**config.mk**
```make
export PLATFORM = sky130hd
export DESIGN_NAME = requant_pipe
export DESIGN_NICKNAME = d
export VERILOG_FILES = /design/src/rtl/requant_pkg.sv /design/src/rtl/requant_lane.sv /design/src/rtl/requant_pipe.sv
export SDC_FILE = /design/constraint.sdc
export NUM_CORES = 2
export LEC_CHECK = 0
export CAP_MARGIN = 20
export CORE_MARGIN = 2
export CORE_UTILIZATION = 45
export CTS_CLUSTER_DIAMETER = 40
export DETAILED_ROUTE_END_ITERATION = 12
export PLACE_DENSITY = 0.66
export SKIP_LAST_GASP = 1
export SYNTH_ARGS = -nofsm -noshare
export SYNTH_HDL_FRONTEND = slang
export SYNTH_SLANG_ARGS = --single-unit
```
**constraint.sdc**
```tcl
create_clock -name CLOCK_50 -period 9.3 [get_ports CLOCK_50]
set_input_delay 0.93 -clock CLOCK_50 [delete_from_list [all_inputs] [get_ports CLOCK_50]]
set_output_delay 0.93 -clock CLOCK_50 [all_outputs]
set_load 0.01 [all_outputs]
```
**src/rtl/requant_pkg.sv**
```systemverilog
`default_nettype none
// ============================================================================
// Module      : requant_pkg
// Description : Shared constants for the requantisation pipeline. Holds the
//               default widths, the Mode bit positions, the saturation counter
//               width, the mult/shift values loaded at reset and an
//               accumulator width helper.
// Revision    : 1.0 - initial release
// ============================================================================
package requant_pkg;

  localparam int DATAIN_WIDTH_DEF  = 14;
  localparam int DATAOUT_WIDTH_DEF = 8;
  localparam int NUM_CH_DEF        = 4;
  localparam int MULT_WIDTH_DEF    = 8;
  localparam int SHIFT_WIDTH_DEF   = 5;

  localparam int MODE_RND_BIT      = 0;
  localparam int MODE_RELU_BIT     = 1;

  localparam int SAT_COUNT_WIDTH   = 16;

  localparam int RST_MULT          = 1;

  // Reset shift brings a full-scale input down to full-scale output.
  function automatic int rst_shift(input int din_w, input int dout_w);
    return din_w - dout_w;
  endfunction

  // The accumulator must hold the full product, one extra sign bit and also
  // the largest rounding constant 2^(2^SHIFT_WIDTH - 2), so big shifts with
  // rounding still give the exact result.
  function automatic int acc_width(input int din_w, input int mult_w, input int shift_w);
    int a;
    int b;
    a = din_w + mult_w + 2;
    b = (1 << shift_w) + 1;
    return (a > b) ? a : b;
  endfunction

endpackage
`default_nettype wire

```
**src/rtl/requant_lane.sv**
```systemverilog
`default_nettype none
// ============================================================================
// Module      : requant_lane
// Description : One channel of the requantiser. Stage 1 forms x*mult + rnd,
//               stage 2 applies the arithmetic shift and the clamp. Both
//               stages advance together on en_i.
// Ports       : clk_i, rst_ni     - clock, async active-low reset
//               en_i              - pipeline advance
//               x_i               - signed input sample
//               mult_i, shift_i   - unsigned scale and right-shift
//               round_i, relu_i   - mode controls captured with the sample
//               y_o, sat_o        - clamped result and saturation flag
// Revision    : 1.0 - initial release
// ============================================================================
module requant_lane
  import requant_pkg::*;
#(
  parameter int DATAIN_WIDTH  = DATAIN_WIDTH_DEF,
  parameter int DATAOUT_WIDTH = DATAOUT_WIDTH_DEF,
  parameter int MULT_WIDTH    = MULT_WIDTH_DEF,
  parameter int SHIFT_WIDTH   = SHIFT_WIDTH_DEF
) (
  input  logic                     clk_i,
  input  logic                     rst_ni,
  input  logic                     en_i,
  input  logic [DATAIN_WIDTH-1:0]  x_i,
  input  logic [MULT_WIDTH-1:0]    mult_i,
  input  logic [SHIFT_WIDTH-1:0]   shift_i,
  input  logic                     round_i,
  input  logic                     relu_i,
  output logic [DATAOUT_WIDTH-1:0] y_o,
  output logic                     sat_o
);

  localparam int ACC_W  = acc_width(DATAIN_WIDTH, MULT_WIDTH, SHIFT_WIDTH);
  localparam int HI_INT = (1 << (DATAOUT_WIDTH - 1)) - 1;
  localparam logic signed [ACC_W-1:0] C_HI = ACC_W'(HI_INT);
  localparam logic signed [ACC_W-1:0] C_LO = ACC_W'(-HI_INT - 1);

  // Stage 1: multiply and add the rounding constant
  logic signed [ACC_W-1:0] x_ext;
  logic signed [ACC_W-1:0] m_ext;
  logic signed [ACC_W-1:0] rnd;
  logic signed [ACC_W-1:0] acc_d;

  logic signed [ACC_W-1:0] acc_q;
  logic [SHIFT_WIDTH-1:0]  shift_q;
  logic                    relu_q;

  always_comb begin
    x_ext = {{(ACC_W - DATAIN_WIDTH){x_i[DATAIN_WIDTH-1]}}, x_i};
    m_ext = {{(ACC_W - MULT_WIDTH){1'b0}}, mult_i};
    rnd   = '0;
    if (round_i && (shift_i != '0)) begin
      rnd = ACC_W'(1) << (shift_i - SHIFT_WIDTH'(1));
    end
    acc_d = (x_ext * m_ext) + rnd;
  end

  always_ff @(posedge clk_i or negedge rst_ni) begin
    if (!rst_ni) begin
      acc_q   <= '0;
      shift_q <= '0;
      relu_q  <= 1'b0;
    end else if (en_i) begin
      acc_q   <= acc_d;
      shift_q <= shift_i;
      relu_q  <= relu_i;
    end
  end

  // Stage 2: shift and clamp. Negative values zeroed by ReLU are not
  // reported as saturation.
  logic signed [ACC_W-1:0]   shifted;
  logic [DATAOUT_WIDTH-1:0]  y_d;
  logic                      sat_d;
  logic [DATAOUT_WIDTH-1:0]  y_q;
  logic                      sat_q;

  always_comb begin
    shifted = acc_q >>> shift_q;
    y_d     = DATAOUT_WIDTH'(shifted);
    sat_d   = 1'b0;
    if (shifted > C_HI) begin
      y_d   = DATAOUT_WIDTH'(C_HI);
      sat_d = 1'b1;
    end else if (relu_q && shifted[ACC_W-1]) begin
      y_d   = '0;
    end else if (shifted < C_LO) begin
      y_d   = DATAOUT_WIDTH'(C_LO);
      sat_d = 1'b1;
    end
  end

  always_ff @(posedge clk_i or negedge rst_ni) begin
    if (!rst_ni) begin
      y_q   <= '0;
      sat_q <= 1'b0;
    end else if (en_i) begin
      y_q   <= y_d;
      sat_q <= sat_d;
    end
  end

  assign y_o   = y_q;
  assign sat_o = sat_q;

endmodule
`default_nettype wire

```
**src/rtl/requant_pipe.sv**
```systemverilog
`default_nettype none
// ============================================================================
// Module      : requant_pipe
// Description : Multi-channel requantiser: y = clamp((x*mult + rnd) >>> shift)
//               with a 2-stage valid/ready pipeline, per-channel scale/shift
//               registers and a saturating count of saturated output beats.
// Ports       : CLOCK_50, RESET_InLow          - clock, async active-low reset
//               Requant_In*                    - input beat handshake + data
//               Requant_Cfg*                   - per-channel mult/shift write
//               Requant_Mode                   - bit0 rounding, bit1 ReLU
//               Requant_Out*, Requant_SatFlag  - output beat handshake + data
//               Requant_SatCount/SatClr        - saturated-beat counter
// Revision    : 1.0 - initial release
// ============================================================================
module requant_pipe
  import requant_pkg::*;
#(
  parameter int DATAIN_WIDTH  = DATAIN_WIDTH_DEF,
  parameter int DATAOUT_WIDTH = DATAOUT_WIDTH_DEF,
  parameter int NUM_CH        = NUM_CH_DEF,
  parameter int MULT_WIDTH    = MULT_WIDTH_DEF,
  parameter int SHIFT_WIDTH   = SHIFT_WIDTH_DEF
) (
  input  logic                              CLOCK_50,
  input  logic                              RESET_InLow,
  input  logic                              Requant_InValid,
  output logic                              Requant_InReady,
  input  logic [NUM_CH*DATAIN_WIDTH-1:0]    Requant_InBUS,
  input  logic                              Requant_CfgWe,
  input  logic [$clog2(NUM_CH)-1:0]         Requant_CfgCh,
  input  logic [MULT_WIDTH-1:0]             Requant_CfgMult,
  input  logic [SHIFT_WIDTH-1:0]            Requant_CfgShift,
  input  logic [1:0]                        Requant_Mode,
  output logic                              Requant_OutValid,
  input  logic                              Requant_OutReady,
  output logic [NUM_CH*DATAOUT_WIDTH-1:0]   Requant_OutBUS,
  output logic [NUM_CH-1:0]                 Requant_SatFlag,
  output logic [SAT_COUNT_WIDTH-1:0]        Requant_SatCount,
  input  logic                              Requant_SatClr
);

  localparam logic [MULT_WIDTH-1:0]  C_RST_MULT  = MULT_WIDTH'(RST_MULT);
  localparam logic [SHIFT_WIDTH-1:0] C_RST_SHIFT =
    SHIFT_WIDTH'(rst_shift(DATAIN_WIDTH, DATAOUT_WIDTH));

  // Ready is held low until the first edge after reset release.
  logic ready_en_q;
  logic v1_q;
  logic out_valid_q;
  logic adv;

  always_ff @(posedge CLOCK_50 or negedge RESET_InLow) begin
    if (!RESET_InLow) ready_en_q <= 1'b0;
    else              ready_en_q <= 1'b1;
  end

  // One global stall: every stage moves only when the output register is
  // free or being emptied, so no bubbles are ever created.
  assign Requant_InReady = ready_en_q & ~(out_valid_q & ~Requant_OutReady);
  assign adv             = Requant_InReady;

  always_ff @(posedge CLOCK_50 or negedge RESET_InLow) begin
    if (!RESET_InLow) begin
      v1_q        <= 1'b0;
      out_valid_q <= 1'b0;
    end else if (adv) begin
      v1_q        <= Requant_InValid;
      out_valid_q <= v1_q;
    end
  end

  assign Requant_OutValid = out_valid_q;

  // Per-channel configuration. A write lands on the same edge that captures
  // a concurrently accepted beat, so that beat still sees the old values.
  logic [MULT_WIDTH-1:0]  mult_q  [NUM_CH];
  logic [SHIFT_WIDTH-1:0] shift_q [NUM_CH];

  always_ff @(posedge CLOCK_50 or negedge RESET_InLow) begin
    if (!RESET_InLow) begin
      for (int i = 0; i < NUM_CH; i++) begin
        mult_q[i]  <= C_RST_MULT;
        shift_q[i] <= C_RST_SHIFT;
      end
    end else if (Requant_CfgWe && (int'(Requant_CfgCh) < NUM_CH)) begin
      mult_q[Requant_CfgCh]  <= Requant_CfgMult;
      shift_q[Requant_CfgCh] <= Requant_CfgShift;
    end
  end

  for (genvar c = 0; c < NUM_CH; c++) begin : g_lane
    requant_lane #(
      .DATAIN_WIDTH  (DATAIN_WIDTH),
      .DATAOUT_WIDTH (DATAOUT_WIDTH),
      .MULT_WIDTH    (MULT_WIDTH),
      .SHIFT_WIDTH   (SHIFT_WIDTH)
    ) u_lane (
      .clk_i   (CLOCK_50),
      .rst_ni  (RESET_InLow),
      .en_i    (adv),
      .x_i     (Requant_InBUS[c*DATAIN_WIDTH +: DATAIN_WIDTH]),
      .mult_i  (mult_q[c]),
      .shift_i (shift_q[c]),
      .round_i (Requant_Mode[MODE_RND_BIT]),
      .relu_i  (Requant_Mode[MODE_RELU_BIT]),
      .y_o     (Requant_OutBUS[c*DATAOUT_WIDTH +: DATAOUT_WIDTH]),
      .sat_o   (Requant_SatFlag[c])
    );
  end

  // Saturated-beat counter: sticks at all-ones, clear has priority.
  logic [SAT_COUNT_WIDTH-1:0] sat_cnt_d;
  logic [SAT_COUNT_WIDTH-1:0] sat_cnt_q;

  always_comb begin
    sat_cnt_d = sat_cnt_q;
    if (Requant_SatClr) begin
      sat_cnt_d = '0;
    end else if (out_valid_q && Requant_OutReady && (|Requant_SatFlag) &&
                 (sat_cnt_q != '1)) begin
      sat_cnt_d = sat_cnt_q + 1'b1;
    end
  end

  always_ff @(posedge CLOCK_50 or negedge RESET_InLow) begin
    if (!RESET_InLow) sat_cnt_q <= '0;
    else              sat_cnt_q <= sat_cnt_d;
  end

  assign Requant_SatCount = sat_cnt_q;

endmodule
`default_nettype wire
```
==> qor.csv <==
metric;value;unit
worstPathRequired;9730;ps
fin_nets;5639;
synth-edff-count;0;
hold_buffers;0;
fin_crit_sh;0.8751;
finalMaxSlewViolations;0;
rsz0062_at_grt;false;
wl_per_cell;16.46;um
postRouteAntennaNets;0;
critical_path_arrival;8570;ps
async_flop_share;1.000;
critical_path_buf_inv_count;5;
cp_top_family;adder cells;
antenna_found_initial;7;
syn_inst;4893;
grt_overflow_total;0;
grt_pass1_vias;33050;
relSlewSlack;0.3118;
numClockSinks;260;
slowest_stage;clkdlybuf4s50_1;
fmax;122.9;MHz
crit_path_start_kind;input port;
path_clk_slew;60;ps
routed-via-count;33512;
cts_htree_levels;2;
coreArea;0.09029;mm^2
synth.distinct_cells;103;
seq_area_frac_synth;0.1588;
area_growth_syn_to_layout;8.812;%
grt_pass1_wl;168900;um
worstSkewPairLatency;590;ps
dieArea;0.09372;mm^2
gp_congestion;0.9142;
finalHoldViolCount;0;
reg2regPathDepth;24;
post-cts-setup-buffer-count;0;
maxCapViolCount;0;
rows;110;
ys.flop_type;dfrtp_1;
cp_num_cells;25;
portBuffers;132;
end_kind;flip-flop;
die_height;306.1;um
cts_buffers;44;
first_pass_iters;5;
grt_max_degree;203;
clockBufferDepth;3;
utilization;0.4951;
setup_viol;0;
cts_resized;0;
synth_area;0.04108;mm^2
path_class;input port to flip-flop;
critPathMaxStageDelay;620;ps
timing.final.crit_period;8138;ps
cp_max_fo;21;
status;completed;
skew;43.16;ps
die_w;306.1;um
syn_area_per_cell;8.395;um^2
drive_gt1_frac;0.07564;
initial_utilization;0.4550;
synth-seq-cells;260;
cts_tree;done;
dp_hpwl;80500;um
drtIter0Drc;2307;
fin_setup_tns;0;ps
worst_slew_pin_slew;1028;ps
yosysWarnings;0;
io_pins;133;
grt_usage;0.2166;
ys_top_cells_by_area;fa_1, dfrtp_1, ha_1;
hold_path_class;input port to asynchronous set/reset pin;
drc;0;
synth_area_leader_cell;fa_1;
via_per_inst;5.498;
critPathMostFrequentCell;fa_1;
netlist.area_leader.share;0.1774;
drt-total-wl;100300;um
cts_root_buf;clkbuf_16;
-- area by class of cell --
| type | instances | area [um^2] |
|---|---|---|
| clock buffer | 50 | 1175 |
| sequential | 260 | 6524 |
| timing repair buffer | 162 | 1577 |
| multi-input combinational | 3766 | 31160 |
| antenna | 1 | 2.502 |
| fill | 8671 | 45590 |
| tap | 1176 | 1471 |
| clock inverter | 29 | 345.3 |
| inverter | 651 | 2444 |
-- metal layers --
metal,share of wire,track usage,vias to the layer above
met2,0.46,0.3542,780
li1,-,-,16403
met4,0.020,0.04754,4
met5,0.00022,0,-
met3,0.057,0.02910,135
met1,0.46,0.3063,16190
-- kinds of logic (layout without fill, tap and decap cells) --
| family | after synthesis | in the layout | synth area share |
|---|---|---|---|
| multiplexers | 338 | 338 | 0.1131 |
| AND/OR/NAND/NOR | 1594 | 1594 | 0.1808 |
| AO/OA/AOI/OAI | 935 | 935 | 0.1415 |
| buffers and inverters | 869 | 892 | 0.08328 |
| XOR/XNOR | 220 | 220 | 0.05023 |
| adder cells (fa/ha/maj) | 675 | 675 | 0.2721 |
| flip-flops | 260 | 260 | 0.1588 |
| other | 2 | 5 | 0.0001828 |
-- state kept, by name, summed over array words and instances (netlist names), 4 cells and up --
name / cells
Requant_SatCount: 16
shift_q: 20
g_lane.u_lane.acc_q: 132
g_lane.u_lane.y_o: 32
g_lane.u_lane.shift_q: 20
g_lane.u_lane.sat_o: 4
mult_q: 32
-- metrics by stage --
step                      hold WS [ps]  std cells  cell area (um^2)  setup WS (ps)
after global placement           453.5       6015             43170          767.4
final                            353.4       6095             44700           1162
after CTS                        463.2       6094             44690           1186
after global routing             490.4       6094             44690          544.5
after floorplan                  441.1       4895             41080           1638
after detailed placement         460.6       6015             43170          565.8
-- synth_stat cells, types with 78 or more instances --
| cell type | number |
|---|---|
| a21o_1 | 78 |
| a21oi_1 | 251 |
| and2_1 | 230 |
| clkbuf_1 | 153 |
| dfrtp_1 | 248 |
| fa_1 | 364 |
| ha_1 | 311 |
| inv_1 | 642 |
| mux2_2 | 106 |
| mux2i_1 | 138 |
| mux4_2 | 90 |
| nand2_1 | 691 |
| nor2_1 | 320 |
| o21ai_0 | 286 |
| xnor2_1 | 128 |
| xor2_1 | 82 |
-- cell usage in the layout (no fill, tap or decap), types with 65 or more instances in the layout --
| cell type | synthesis | routed |
|---|---|---|
| mux2i_1 | 138 | 138 |
| clkdlybuf4s50_1 | 0 | 131 |
| mux2_2 | 106 | 106 |
| a21oi_1 | 251 | 251 |
| inv_1 | 642 | 642 |
| nor3_1 | 65 | 65 |
| ha_1 | 311 | 311 |
| dfrtp_1 | 248 | 246 |
| a21o_1 | 78 | 78 |
| nor2_1 | 320 | 320 |
| nand3_1 | 65 | 65 |
| o21ai_0 | 286 | 285 |
| nand2_1 | 691 | 691 |
| mux4_2 | 90 | 90 |
| xor2_1 | 82 | 82 |
| and2_1 | 230 | 230 |
| xnor2_1 | 128 | 128 |
| fa_1 | 364 | 364 |
-- worst paths after layout --
check	from	to	slack, ps
min	RESET_InLow	g_lane[3].u_lane.acc_q[5]	350
max in group asynchronous	RESET_InLow	mult_q[14]	7550
min in group CLOCK_50	v1_q	v1_q	470
max	Requant_InBUS[55]	g_lane[3].u_lane.acc_q[32]	1160
min reg2reg	v1_q	v1_q	470
max reg2reg	mult_q[0]	g_lane[3].u_lane.acc_q[32]	1310
Power is left out: the tool's default activity adds up to more than one toggle a clock period on the data nets, which glitch-free logic cannot reach.
